===== src/rtl/nanotrade_pkg.sv =====
// Shared market-data / circuit-breaker types and helpers.
package nanotrade_pkg;

  localparam int unsigned PRICE_W = 16;
  localparam int unsigned QTY_W   = 8;
  localparam int unsigned ACC_W   = 16;
  localparam int unsigned CONF_W  = 8;
  localparam int unsigned CLASS_W = 3;

  typedef enum logic [1:0] {
    MD_TRADE  = 2'b00,
    MD_BID    = 2'b01,
    MD_ASK    = 2'b10,
    MD_CANCEL = 2'b11
  } md_type_e;

  typedef enum logic [2:0] {
    TRIG_NONE  = 3'd0,
    TRIG_FLASH = 3'd3,
    TRIG_IMB   = 3'd4,
    TRIG_STUFF = 3'd5
  } trig_class_e;

  typedef enum logic [1:0] {
    CB_IDLE   = 2'b00,
    CB_ASSERT = 2'b01,
    CB_HOLD   = 2'b10,
    CB_COOL   = 2'b11
  } cb_state_e;

  // Raw per-cycle detections with their confidences
  typedef struct packed {
    logic              flash;
    logic              imb;
    logic              stuff;
    logic [CONF_W-1:0] flash_conf;
    logic [CONF_W-1:0] imb_conf;
    logic [CONF_W-1:0] stuff_conf;
  } det_t;

  function automatic logic [CONF_W-1:0] sat8(input logic [17:0] x);
    return (x > 18'd255) ? 8'hFF : x[7:0];
  endfunction

endpackage


===== src/rtl/md_window_stats.sv =====
// Windowed market-data statistics: price reference, cancel count, bid/ask
// accumulators and the raw FLASH / IMB / STUFF detections they imply.
module md_window_stats
  import nanotrade_pkg::*;
#(
  parameter int unsigned WIN_CYCLES   = 64,
  parameter int unsigned FLASH_DROP   = 16,
  parameter int unsigned STUFF_THRESH = 20,
  parameter int unsigned IMB_MIN      = 64
) (
  input  logic               clk,
  input  logic               rst_n,
  input  logic               md_valid,
  input  logic [1:0]         md_type,
  input  logic [PRICE_W-1:0] md_price,
  input  logic [QTY_W-1:0]   md_qty,
  output det_t               o_det_c
);

  localparam int unsigned CTR_W = $clog2(WIN_CYCLES);

  logic [CTR_W-1:0]   r_ctr;
  logic [7:0]         r_cancel_cnt;
  logic [ACC_W-1:0]   r_bid_qty;
  logic [ACC_W-1:0]   r_ask_qty;
  logic [PRICE_W-1:0] r_ref_price;
  logic [PRICE_W-1:0] r_last_price;
  logic               r_ref_valid;

  logic               w_wrap, w_trade, w_bid, w_ask, w_cancel;
  logic [7:0]         w_cancel_base, w_cancel_next;
  logic [8:0]         w_cancel_inc;
  logic [ACC_W-1:0]   w_bid_base, w_ask_base, w_bid_next, w_ask_next;
  logic [ACC_W:0]     w_bid_sum, w_ask_sum, w_qty_sum;
  logic [17:0]        w_bid_x3, w_ask_x3;
  logic [PRICE_W:0]   w_price_drop;
  logic [PRICE_W-1:0] w_last_next, w_ref_next;
  logic [CONF_W-1:0]  w_imb_conf_raw;

  assign w_wrap   = (r_ctr == CTR_W'(WIN_CYCLES - 1));
  assign w_trade  = md_valid && (md_type == MD_TRADE);
  assign w_bid    = md_valid && (md_type == MD_BID);
  assign w_ask    = md_valid && (md_type == MD_ASK);
  assign w_cancel = md_valid && (md_type == MD_CANCEL);

  // Next-window state: the wrap-cycle event already belongs to the new window
  always_comb begin
    w_cancel_base = w_wrap ? 8'd0 : r_cancel_cnt;
    w_cancel_inc  = 9'(w_cancel_base) + 9'd1;
    w_cancel_next = w_cancel_base;
    if (w_cancel) w_cancel_next = w_cancel_inc[8] ? 8'hFF : w_cancel_inc[7:0];

    w_bid_base = w_wrap ? '0 : r_bid_qty;
    w_ask_base = w_wrap ? '0 : r_ask_qty;
    w_bid_sum  = (ACC_W+1)'(w_bid_base) + (ACC_W+1)'(md_qty);
    w_ask_sum  = (ACC_W+1)'(w_ask_base) + (ACC_W+1)'(md_qty);
    w_bid_next = w_bid_base;
    w_ask_next = w_ask_base;
    if (w_bid) w_bid_next = w_bid_sum[ACC_W] ? '1 : w_bid_sum[ACC_W-1:0];
    if (w_ask) w_ask_next = w_ask_sum[ACC_W] ? '1 : w_ask_sum[ACC_W-1:0];

    w_last_next = w_trade ? md_price : r_last_price;
    w_ref_next  = r_ref_price;
    if (w_wrap)                        w_ref_next = w_last_next;
    else if (w_trade && !r_ref_valid)  w_ref_next = md_price;
  end

  // Raw detections, evaluated against pre-update state
  always_comb begin
    w_price_drop   = (PRICE_W+1)'(md_price) + (PRICE_W+1)'(FLASH_DROP);
    w_qty_sum      = (ACC_W+1)'(r_bid_qty) + (ACC_W+1)'(r_ask_qty);
    w_bid_x3       = 18'({r_bid_qty, 1'b0}) + 18'(r_bid_qty);
    w_ask_x3       = 18'({r_ask_qty, 1'b0}) + 18'(r_ask_qty);
    w_imb_conf_raw = sat8(18'(w_qty_sum >> 2));

    o_det_c            = '0;
    o_det_c.flash      = w_trade && r_ref_valid &&
                         (w_price_drop <= (PRICE_W+1)'(r_ref_price));
    o_det_c.flash_conf = sat8({r_ref_price - md_price, 2'b00});
    o_det_c.stuff      = w_cancel && (w_cancel_inc >= 9'(STUFF_THRESH));
    o_det_c.stuff_conf = sat8(18'({w_cancel_inc, 1'b0}));
    o_det_c.imb        = w_wrap && (18'(w_qty_sum) >= 18'(IMB_MIN)) &&
                         ((18'(r_bid_qty) > w_ask_x3) || (18'(r_ask_qty) > w_bid_x3));
    o_det_c.imb_conf   = (w_imb_conf_raw == '0) ? 8'd1 : w_imb_conf_raw;
  end

  always_ff @(posedge clk or negedge rst_n) begin
    if (!rst_n) begin
      r_ctr        <= '0;
      r_cancel_cnt <= '0;
      r_bid_qty    <= '0;
      r_ask_qty    <= '0;
      r_ref_price  <= '0;
      r_last_price <= '0;
      r_ref_valid  <= 1'b0;
    end else begin
      r_ctr        <= w_wrap ? '0 : r_ctr + CTR_W'(1);
      r_cancel_cnt <= w_cancel_next;
      r_bid_qty    <= w_bid_next;
      r_ask_qty    <= w_ask_next;
      r_ref_price  <= w_ref_next;
      r_last_price <= w_last_next;
      r_ref_valid  <= r_ref_valid | w_trade;
    end
  end

endmodule


===== src/rtl/anomaly_trigger_gen.sv =====
// Anomaly detector front end for the circuit breaker: arbitrates raw
// detections and drives the level-held trig_valid/class/conf handshake.
module anomaly_trigger_gen
  import nanotrade_pkg::*;
#(
  parameter int unsigned WIN_CYCLES   = 64,
  parameter int unsigned FLASH_DROP   = 16,
  parameter int unsigned STUFF_THRESH = 20,
  parameter int unsigned IMB_MIN      = 64,
  parameter int unsigned ACK_TIMEOUT  = 8,
  parameter int unsigned COOL_CYCLES  = 16
) (
  input  logic               clk,
  input  logic               rst_n,
  input  logic               md_valid,
  input  logic [1:0]         md_type,
  input  logic [PRICE_W-1:0] md_price,
  input  logic [QTY_W-1:0]   md_qty,
  input  logic               cb_active,
  output logic               trig_valid,
  output logic [CLASS_W-1:0] trig_class,
  output logic [CONF_W-1:0]  trig_conf,
  output logic [1:0]         det_state,
  output logic [7:0]         drop_cnt
);

  localparam int unsigned TMO_W  = (ACK_TIMEOUT > 2) ? $clog2(ACK_TIMEOUT) : 1;
  localparam int unsigned COOL_W = (COOL_CYCLES > 2) ? $clog2(COOL_CYCLES) : 1;

  cb_state_e          r_state;
  logic               r_trig_valid;
  logic [CLASS_W-1:0] r_trig_class;
  logic [CONF_W-1:0]  r_trig_conf;
  logic [7:0]         r_drop_cnt;
  logic [TMO_W-1:0]   r_tmo_cnt;
  logic [COOL_W-1:0]  r_cool_cnt;

  det_t               w_det;
  logic [1:0]         w_num;
  logic [CLASS_W-1:0] w_win_class;
  logic [CONF_W-1:0]  w_win_conf;
  logic               w_ack_tmo;
  logic [2:0]         w_drop_inc;
  logic [8:0]         w_drop_sum;

  md_window_stats #(
    .WIN_CYCLES   (WIN_CYCLES),
    .FLASH_DROP   (FLASH_DROP),
    .STUFF_THRESH (STUFF_THRESH),
    .IMB_MIN      (IMB_MIN)
  ) u_stats (
    .clk      (clk),
    .rst_n    (rst_n),
    .md_valid (md_valid),
    .md_type  (md_type),
    .md_price (md_price),
    .md_qty   (md_qty),
    .o_det_c  (w_det)
  );

  // Priority FLASH > IMB > STUFF; every detection not issued is counted as dropped
  always_comb begin
    w_num       = 2'(w_det.flash) + 2'(w_det.imb) + 2'(w_det.stuff);
    w_win_class = TRIG_STUFF;
    w_win_conf  = w_det.stuff_conf;
    if (w_det.flash) begin
      w_win_class = TRIG_FLASH;
      w_win_conf  = w_det.flash_conf;
    end else if (w_det.imb) begin
      w_win_class = TRIG_IMB;
      w_win_conf  = w_det.imb_conf;
    end
    w_ack_tmo = (r_state == CB_ASSERT) && !cb_active &&
                (r_tmo_cnt == TMO_W'(ACK_TIMEOUT - 1));
    if (r_state == CB_IDLE) w_drop_inc = (w_num == 2'd0) ? 3'd0 : 3'(w_num) - 3'd1;
    else                    w_drop_inc = 3'(w_num);
    w_drop_inc = w_drop_inc + 3'(w_ack_tmo);
    w_drop_sum = 9'(r_drop_cnt) + 9'(w_drop_inc);
  end

  always_ff @(posedge clk or negedge rst_n) begin
    if (!rst_n) begin
      r_state      <= CB_IDLE;
      r_trig_valid <= 1'b0;
      r_trig_class <= '0;
      r_trig_conf  <= '0;
      r_drop_cnt   <= '0;
      r_tmo_cnt    <= '0;
      r_cool_cnt   <= '0;
    end else begin
      r_drop_cnt <= w_drop_sum[8] ? 8'hFF : w_drop_sum[7:0];
      case (r_state)
        CB_IDLE: begin
          if (w_num != 2'd0) begin
            r_state      <= CB_ASSERT;
            r_trig_valid <= 1'b1;
            r_trig_class <= w_win_class;
            r_trig_conf  <= w_win_conf;
            r_tmo_cnt    <= '0;
          end
        end
        CB_ASSERT: begin
          if (cb_active) begin
            r_state      <= CB_HOLD;
            r_trig_valid <= 1'b0;
            r_trig_class <= '0;
            r_trig_conf  <= '0;
          end else if (w_ack_tmo) begin
            r_state      <= CB_COOL;
            r_trig_valid <= 1'b0;
            r_trig_class <= '0;
            r_trig_conf  <= '0;
            r_cool_cnt   <= '0;
          end else begin
            r_tmo_cnt <= r_tmo_cnt + TMO_W'(1);
          end
        end
        CB_HOLD: begin
          if (!cb_active) begin
            r_state    <= CB_COOL;
            r_cool_cnt <= '0;
          end
        end
        CB_COOL: begin
          if (r_cool_cnt == COOL_W'(COOL_CYCLES - 1)) r_state <= CB_IDLE;
          else                                        r_cool_cnt <= r_cool_cnt + COOL_W'(1);
        end
        default: r_state <= CB_IDLE;
      endcase
    end
  end

  assign trig_valid = r_trig_valid;
  assign trig_class = r_trig_class;
  assign trig_conf  = r_trig_conf;
  assign det_state  = r_state;
  assign drop_cnt   = r_drop_cnt;

endmodule


===== config.mk =====
export PLATFORM = sky130hd
export DESIGN_NAME = anomaly_trigger_gen
export DESIGN_NICKNAME = d
export VERILOG_FILES = /design/src/rtl/nanotrade_pkg.sv /design/src/rtl/md_window_stats.sv /design/src/rtl/anomaly_trigger_gen.sv
export SDC_FILE = /design/constraint.sdc
export NUM_CORES = 1
export LEC_CHECK = 0
export BUFFER_PORTS_ARGS = -buffer_cell sky130_fd_sc_hd__clkbuf_2
export CAP_MARGIN = 25
export CORE_ASPECT_RATIO = 0.75
export CORE_UTILIZATION = 55
export CTS_CLUSTER_SIZE = 24
export DETAILED_ROUTE_END_ITERATION = 8
export GPL_ROUTABILITY_DRIVEN = 1
export PLACE_DENSITY = 0.8
export SYNTH_ARGS = -nofsm -noshare
export SYNTH_HDL_FRONTEND = slang
export SYNTH_SLANG_ARGS = --single-unit
export TNS_END_PERCENT = 30

===== constraint.sdc =====
create_clock -name clk -period 9.4 [get_ports clk]
set_clock_uncertainty 0.2 [all_clocks]
set_input_delay 0.94 -clock clk [delete_from_list [all_inputs] [get_ports clk]]
set_output_delay 0.94 -clock clk [all_outputs]
set_load 0.1 [all_outputs]

==> run summary, run 1 <==
reg2reg path depth = 29
period utilization = 76.6%
hold endpoint = r_tmo_cnt[1]
R2R Path End = drop_cnt[0]
via count = 9419
GR Overflow Total = 0
I/O pin total = 52
Main synth FF type = dfrtp_1
Post-DP Area = 10900 um^2
FF-to-FF Start = u_stats.r_ask_qty[1]
Fillers = 1619
Worst-path clk slew = 0.08 ns
Top delay family on crit path = adder cells
CTS buffer count = 9
final core occ = 60.5%
CP Max Fanout = 7
RSZ-0062 raised after global routing = false
Synth cell types = 70
setup bufs post-CTS = 0
top cell type's share of synthesized area = 26.1%
Remaining DRCs = 0
pin count of the biggest net entering global routing = 65
die width = 161 um
FMAX = 139 MHz
mapped cell area = 10400 um^2
number of flops mapped to enable cells by yosys = 0
startpoint types = register
WP data required = 9.50 ns
top-count cell post-synth = ha_1
Slowest cell on crit path = fa_1
Placement Rows = 43
Post-Synth Simple-Gate Area = 18.5%
# H-tree levels = 3
Routed WL = 26600 um
number of synthesized register bits = 108
die footprint = 19400 um^2
actual slew at the worst max-slew pin = 0.988 ns
hold crit path type = register to register
post-synthesis sequential area ratio = 26.1%
Crit Path Class = register to register
buffer depth of the longest clock path = 2
TritonCTS clock tree = built
Final ANT Viol Nets = 0
diodes inserted = 0
# setup viols final = 0
Nets = 1469
Leakage = 5.33 nW
Worst path max stage delay = 0.54 ns
multiplexer area fraction after synthesis = 2.14%
adder-cell share of the synthesized area = 18.9%
HPWL Detailed = 20700 um
post-synth top area cell = dfrtp_1
PortBufs = 51
post-route setup slack = 2.20 ns
Post-CTS Hold Buffers = 0
Core ar. = 18500 um^2
largest family of logic cells by synthesized area = compound AO/OA/AOI/OAI gates
DR WL/cell = 17.3 um
post_cts resized = 0
Final Max Tran Viols = 0
setup TNS = 0 ns
reg2reg setup slack = 2.20 ns
CTS Sinks = 108
Cells after Synth = 1247
main area contributors after synthesis = dfrtp_1, ha_1, a21oi_1, xnor2_1, nor2_1
list of most frequent post-synthesis cells = ha_1, dfrtp_1, nor2_1, a21oi_1, nand2_1
Fin. Hold Viols = 0
Area Overhead vs Synth = 7.72%
starting density of the core = 56.2%
Die H = 121 um
status = finished, final reports clean
layout cells sized above 1 = 8.90%
VDD IR max = 0.165 mV
Post-Syn Nets = 1429
global-route wire length before repair = 43600 um
YS warnings = 0
WP buf/inv = 2
final instance area = 11200 um^2
worst rel slew slack = 33.7%
asr flop ratio synth = 100%
vias in the first global route = 8605
routability cong. = 0.975
HP Start = r_tmo_cnt[1]
post-layout min period = 7.20 ns
DR pass1 iterations = 5
syn_area_per_cell = 8.32 um^2
Post-Synth XOR/XNOR Area = 7.01%
PwrDens = 341 nW/um^2
antenna violations before repair = 0
GR Util All Layers = 28.1%
CTS root buf = clkbuf_16
Hold Path Depth = 2
clk_lat worst skew = 0.37 ns
CP Capture Type = register
pre-CTS WS = 2.32 ns
Compound-Gate Fraction of Synth Area = 22.9%
Maximum Capacitance Violations = 0
via/cell ratio = 6.12
Detailed Route Iter0 Violations = 891
WP data arrival = 7.30 ns
worst register-to-register path, delay by kind of cell, from the launching register on:
kind,cells,cell delay (ns)
compound gates,11,2.13
fa+ha+maj,7,2.44
flops,1,0.49
simple gates,8,1.64
xor+xnor,1,0.09
buf+inv,2,0.13
sequential cells by signal (all words and copies together), names as in the netlist:
register,count
r_cool_cnt,4
trig_conf,8
u_stats.r_ask_qty,16
u_stats.r_last_price,16
drop_cnt,8
u_stats.r_ref_valid,1
u_stats.r_cancel_cnt,8
u_stats.r_ref_price,16
r_tmo_cnt,3
det_state,2
u_stats.r_bid_qty,16
trig_valid,1
u_stats.r_ctr,6
trig_class,3
power by group:
part           total [W]  switching (W)  leakage (nW)  internal, W
combinational    0.00260        0.00160          3.86      0.00101
sequential      0.000814       0.000212          1.32     0.000603
clock           0.000392       0.000205         0.146     0.000187
total            0.00381        0.00201          5.33      0.00180
metal layers:
metal  global-route usage, %  wire length, um  vias to the layer above
li1                        -                -                     4625
met1                    43.1            13300                     4464
met2                    41.0            10900                      301
met3                    4.55             2020                       29
met4                    5.95              329                        0
met5                       0                0                        -
cell type report:
| cell class | count | area, um^2 | area share [%] |
|---|---|---|---|
| multi-input cells | 1020 | 7220 | 64.6 |
| repair buffers | 58 | 308 | 2.76 |
| clock inverters | 7 | 72.6 | 0.650 |
| well taps | 247 | 309 | 2.77 |
| inverters | 90 | 338 | 3.02 |
| clock buffers | 9 | 225 | 2.02 |
| flip-flops and latches | 108 | 2700 | 24.2 |
cells in the final DEF, fill, tap and decap left out, types with 15 or more instances in the layout:
master | Yosys | layout
nor3_1 | 16 | 16
inv_1 | 90 | 90
a21oi_1 | 103 | 103
and3_1 | 15 | 15
and2_1 | 21 | 21
nor2b_1 | 15 | 15
xnor2_1 | 55 | 55
a21o_1 | 31 | 31
nand2_1 | 99 | 99
o21ai_0 | 77 | 76
dfrtp_1 | 108 | 108
mux2_2 | 17 | 17
nand4_1 | 15 | 15
nand3_1 | 49 | 49
nor2_1 | 107 | 107
clkbuf_2 | 0 | 50
a211oi_1 | 21 | 21
ha_1 | 144 | 144
xor2_1 | 28 | 28
o22ai_1 | 22 | 22
how the worst max path moves through the flow:
stage                                    start          end  slack, ns  cells past startpoint
after floorplan           u_stats.r_ask_qty[1]  drop_cnt[0]       3.01                     29
after global placement    u_stats.r_ask_qty[1]  drop_cnt[0]       2.50                     29
after detailed placement  u_stats.r_ask_qty[1]  drop_cnt[0]       2.32                     29
after CTS                 u_stats.r_ask_qty[1]  drop_cnt[0]       2.26                     29
after global routing      u_stats.r_ask_qty[1]  drop_cnt[0]       1.63                     29
final                     u_stats.r_ask_qty[1]  drop_cnt[0]       2.20                     29
through the flow:
stage / std cells / power, W / hold WS [ns]
final: 1539 / 0.00381 / 0.291
after global routing: 1539 / 0.00414 / 0.327
after CTS: 1538 / 0.00378 / 0.294
after detailed placement: 1522 / 0.00336 / 0.275
after global placement: 1522 / 0.00329 / 0.268
after floorplan: 1247 / 0.00280 / 0.254
cells by family (layout without fill, tap and decap cells):
logic type,Yosys count,after routing
and+or+nand+nor,395,395
adders and majority gates,152,152
xor gates and xnor gates,83,83
buffers and inverters,119,164
muxes,20,20
AOI/OAI and AO/OA,370,370
DFF,108,108
Power figures use the tool's default switching activity.
==> run 2, diff against run 1 <==
- PLACE_DENSITY: 0.8 -> 0.83
- clock period: 9.4 -> 6.3 ns (I/O delays scaled with it)
==> run summary, run 2 (synthesized netlist as in run 1, its figures left out) <==
Post-DP Area = 11300 um^2 (+3.9%)
Final ANT Viol Nets = 0 (unchanged)
CP Capture Type = register
WP data required = 6.36 ns (-3.14 ns)
Routed WL = 28200 um (+6.3%)
startpoint types = register
FMAX = 162 MHz (+16%)
Crit Path Class = register to register
die width = 161 um (unchanged)
PortBufs = 51 (unchanged)
actual slew at the worst max-slew pin = 0.929 ns (-0.0583 ns)
status = finished, final reports clean
Fin. Hold Viols = 0 (unchanged)
I/O pin total = 52 (unchanged)
VDD IR max = 0.268 mV (+62%)
final instance area = 11800 um^2 (+5.9%)
hold crit path type = input port to asynchronous set/reset pin
global-route wire length before repair = 46000 um (+5.4%)
WP data arrival = 6.24 ns (-1.06 ns)
CP Max Fanout = 4 (-3)
Placement Rows = 43 (unchanged)
DR WL/cell = 17.7 um (+2.2%)
buffer depth of the longest clock path = 2 (unchanged)
WP buf/inv = 4 (+2)
Worst-path clk slew = 0.08 ns (about the same)
vias in the first global route = 9297 (+8.0%)
pin count of the biggest net entering global routing = 62 (-4.6%)
Slowest cell on crit path = fa_2
TritonCTS clock tree = built
final core occ = 64.1% (+3.6 points)
Detailed Route Iter0 Violations = 882 (-1.0%)
GR Overflow Total = 0 (unchanged)
GR Util All Layers = 29.6% (+1.5 points)
HPWL Detailed = 21300 um (+2.9%)
PwrDens = 525 nW/um^2 (+54%)
Final Hold Slack = 0.126 ns (-0.165 ns)
Leakage = 5.63 nW (+5.7%)
CTS buffer count = 9 (unchanged)
Die H = 121 um (unchanged)
die footprint = 19400 um^2 (unchanged)
most frequent cells in the layout = ha_1, dfrtp_1, nor2_1
CTS root buf = clkbuf_16
worst rel slew slack = 36.5% (+2.7 points)
RSZ-0062 raised after global routing = true
# H-tree levels = 3 (unchanged)
layout cells sized above 1 = 15.6% (+6.7 points)
Top delay family on crit path = adder cells
Remaining DRCs = 0 (unchanged)
post-layout min period = 6.19 ns (-1.02 ns)
Nets = 1530 (+4.2%)
# setup viols final = 0 (unchanged)
Maximum Capacitance Violations = 0 (unchanged)
clk_lat worst skew = 0.37 ns (about the same)
CTS Sinks = 108 (unchanged)
commonest non-fill, non-tap cell in the layout = ha_1
starting density of the core = 56.2% (unchanged)
Core ar. = 18500 um^2 (unchanged)
Final Max Tran Viols = 0 (unchanged)
setup TNS = 0 ns (unchanged)
routability cong. = 0.955 (-2.0%)
period utilization = 98.2% (+22 points)
antenna violations before repair = 0 (unchanged)
via count = 9822 (+4.3%)
Area Overhead vs Synth = 14.1%
via/cell ratio = 6.14 (+0.30%)
Worst path max stage delay = 0.47 ns (-0.07 ns)
DR pass1 iterations = 5 (unchanged)
diodes inserted = 0 (unchanged)
[run 2: cell count changes in the layout (fill, tap and decap cells not counted), sizes merged]
cell,previous run,this run
inv,92,95
clkinv,5,1
clkbuf,59,60
buf,8,69
[run 2: cell type report]
class	count	area, um^2
clock buffers	10	239
clock inverters	6	51.3
fillers	1489	6620
inverters	90	338
multi-input cells	1020	7420
flip-flops and latches	108	2700
well taps	247	309
repair buffers	119	776
[run 2: what timing repair did]
action	CTS	global route
setup buffers	4	4
pin swaps	15	29
hold endpoints to repair	0	0
gates resized for setup	19	28
hold buffers	0	0
setup endpoints to repair	14	18
[run 2: routing by layer]
layer  vias to the layer above  part of all wire [%]  track usage (%)
met2                       413                    43             44.0
met1                      4632                    47             42.8
met4                         0                   1.8             9.70
met5                         -                     0                0
met3                        46                   8.5             5.64
li1                       4731                     -                -
[run 2: power by group]
part / switching (W) / leakage, nW / internal [W]
clock: 0.000299 / 0.146 / 0.000288
combinational: 0.00272 / 4.16 / 0.00178
sequential: 0.000227 / 1.32 / 0.000901
total: 0.00325 / 5.63 / 0.00297
[run 2: final timing paths]
| check | end | startpoint | cells past startpoint | slack [ns] |
|---|---|---|---|---|
| min in group clk | trig_valid | trig_valid | 2 | 0.28 |
| max | drop_cnt[6] | u_stats.r_bid_qty[1] | 28 | 0.11 |
| max reg2reg | drop_cnt[6] | u_stats.r_bid_qty[1] | 28 | 0.11 |
| min | drop_cnt[4] | rst_n | 1 | 0.13 |
| max in group asynchronous | u_stats.r_ask_qty[1] | rst_n | 2 | 4.52 |
| min reg2reg | trig_valid | trig_valid | 2 | 0.28 |
[run 2: through the flow]
step	setup slack (ns)	total power, W	std cells
4_1_cts	0.0386	0.00605	1596
5_1_grt	-0.245	0.00671	1600
2_1_floorplan	0.00392	0.00418	1247
3_5_place_dp	-0.336	0.00534	1576
6_report	0.115	0.00621	1600
3_3_place_gp	-0.177	0.00520	1576
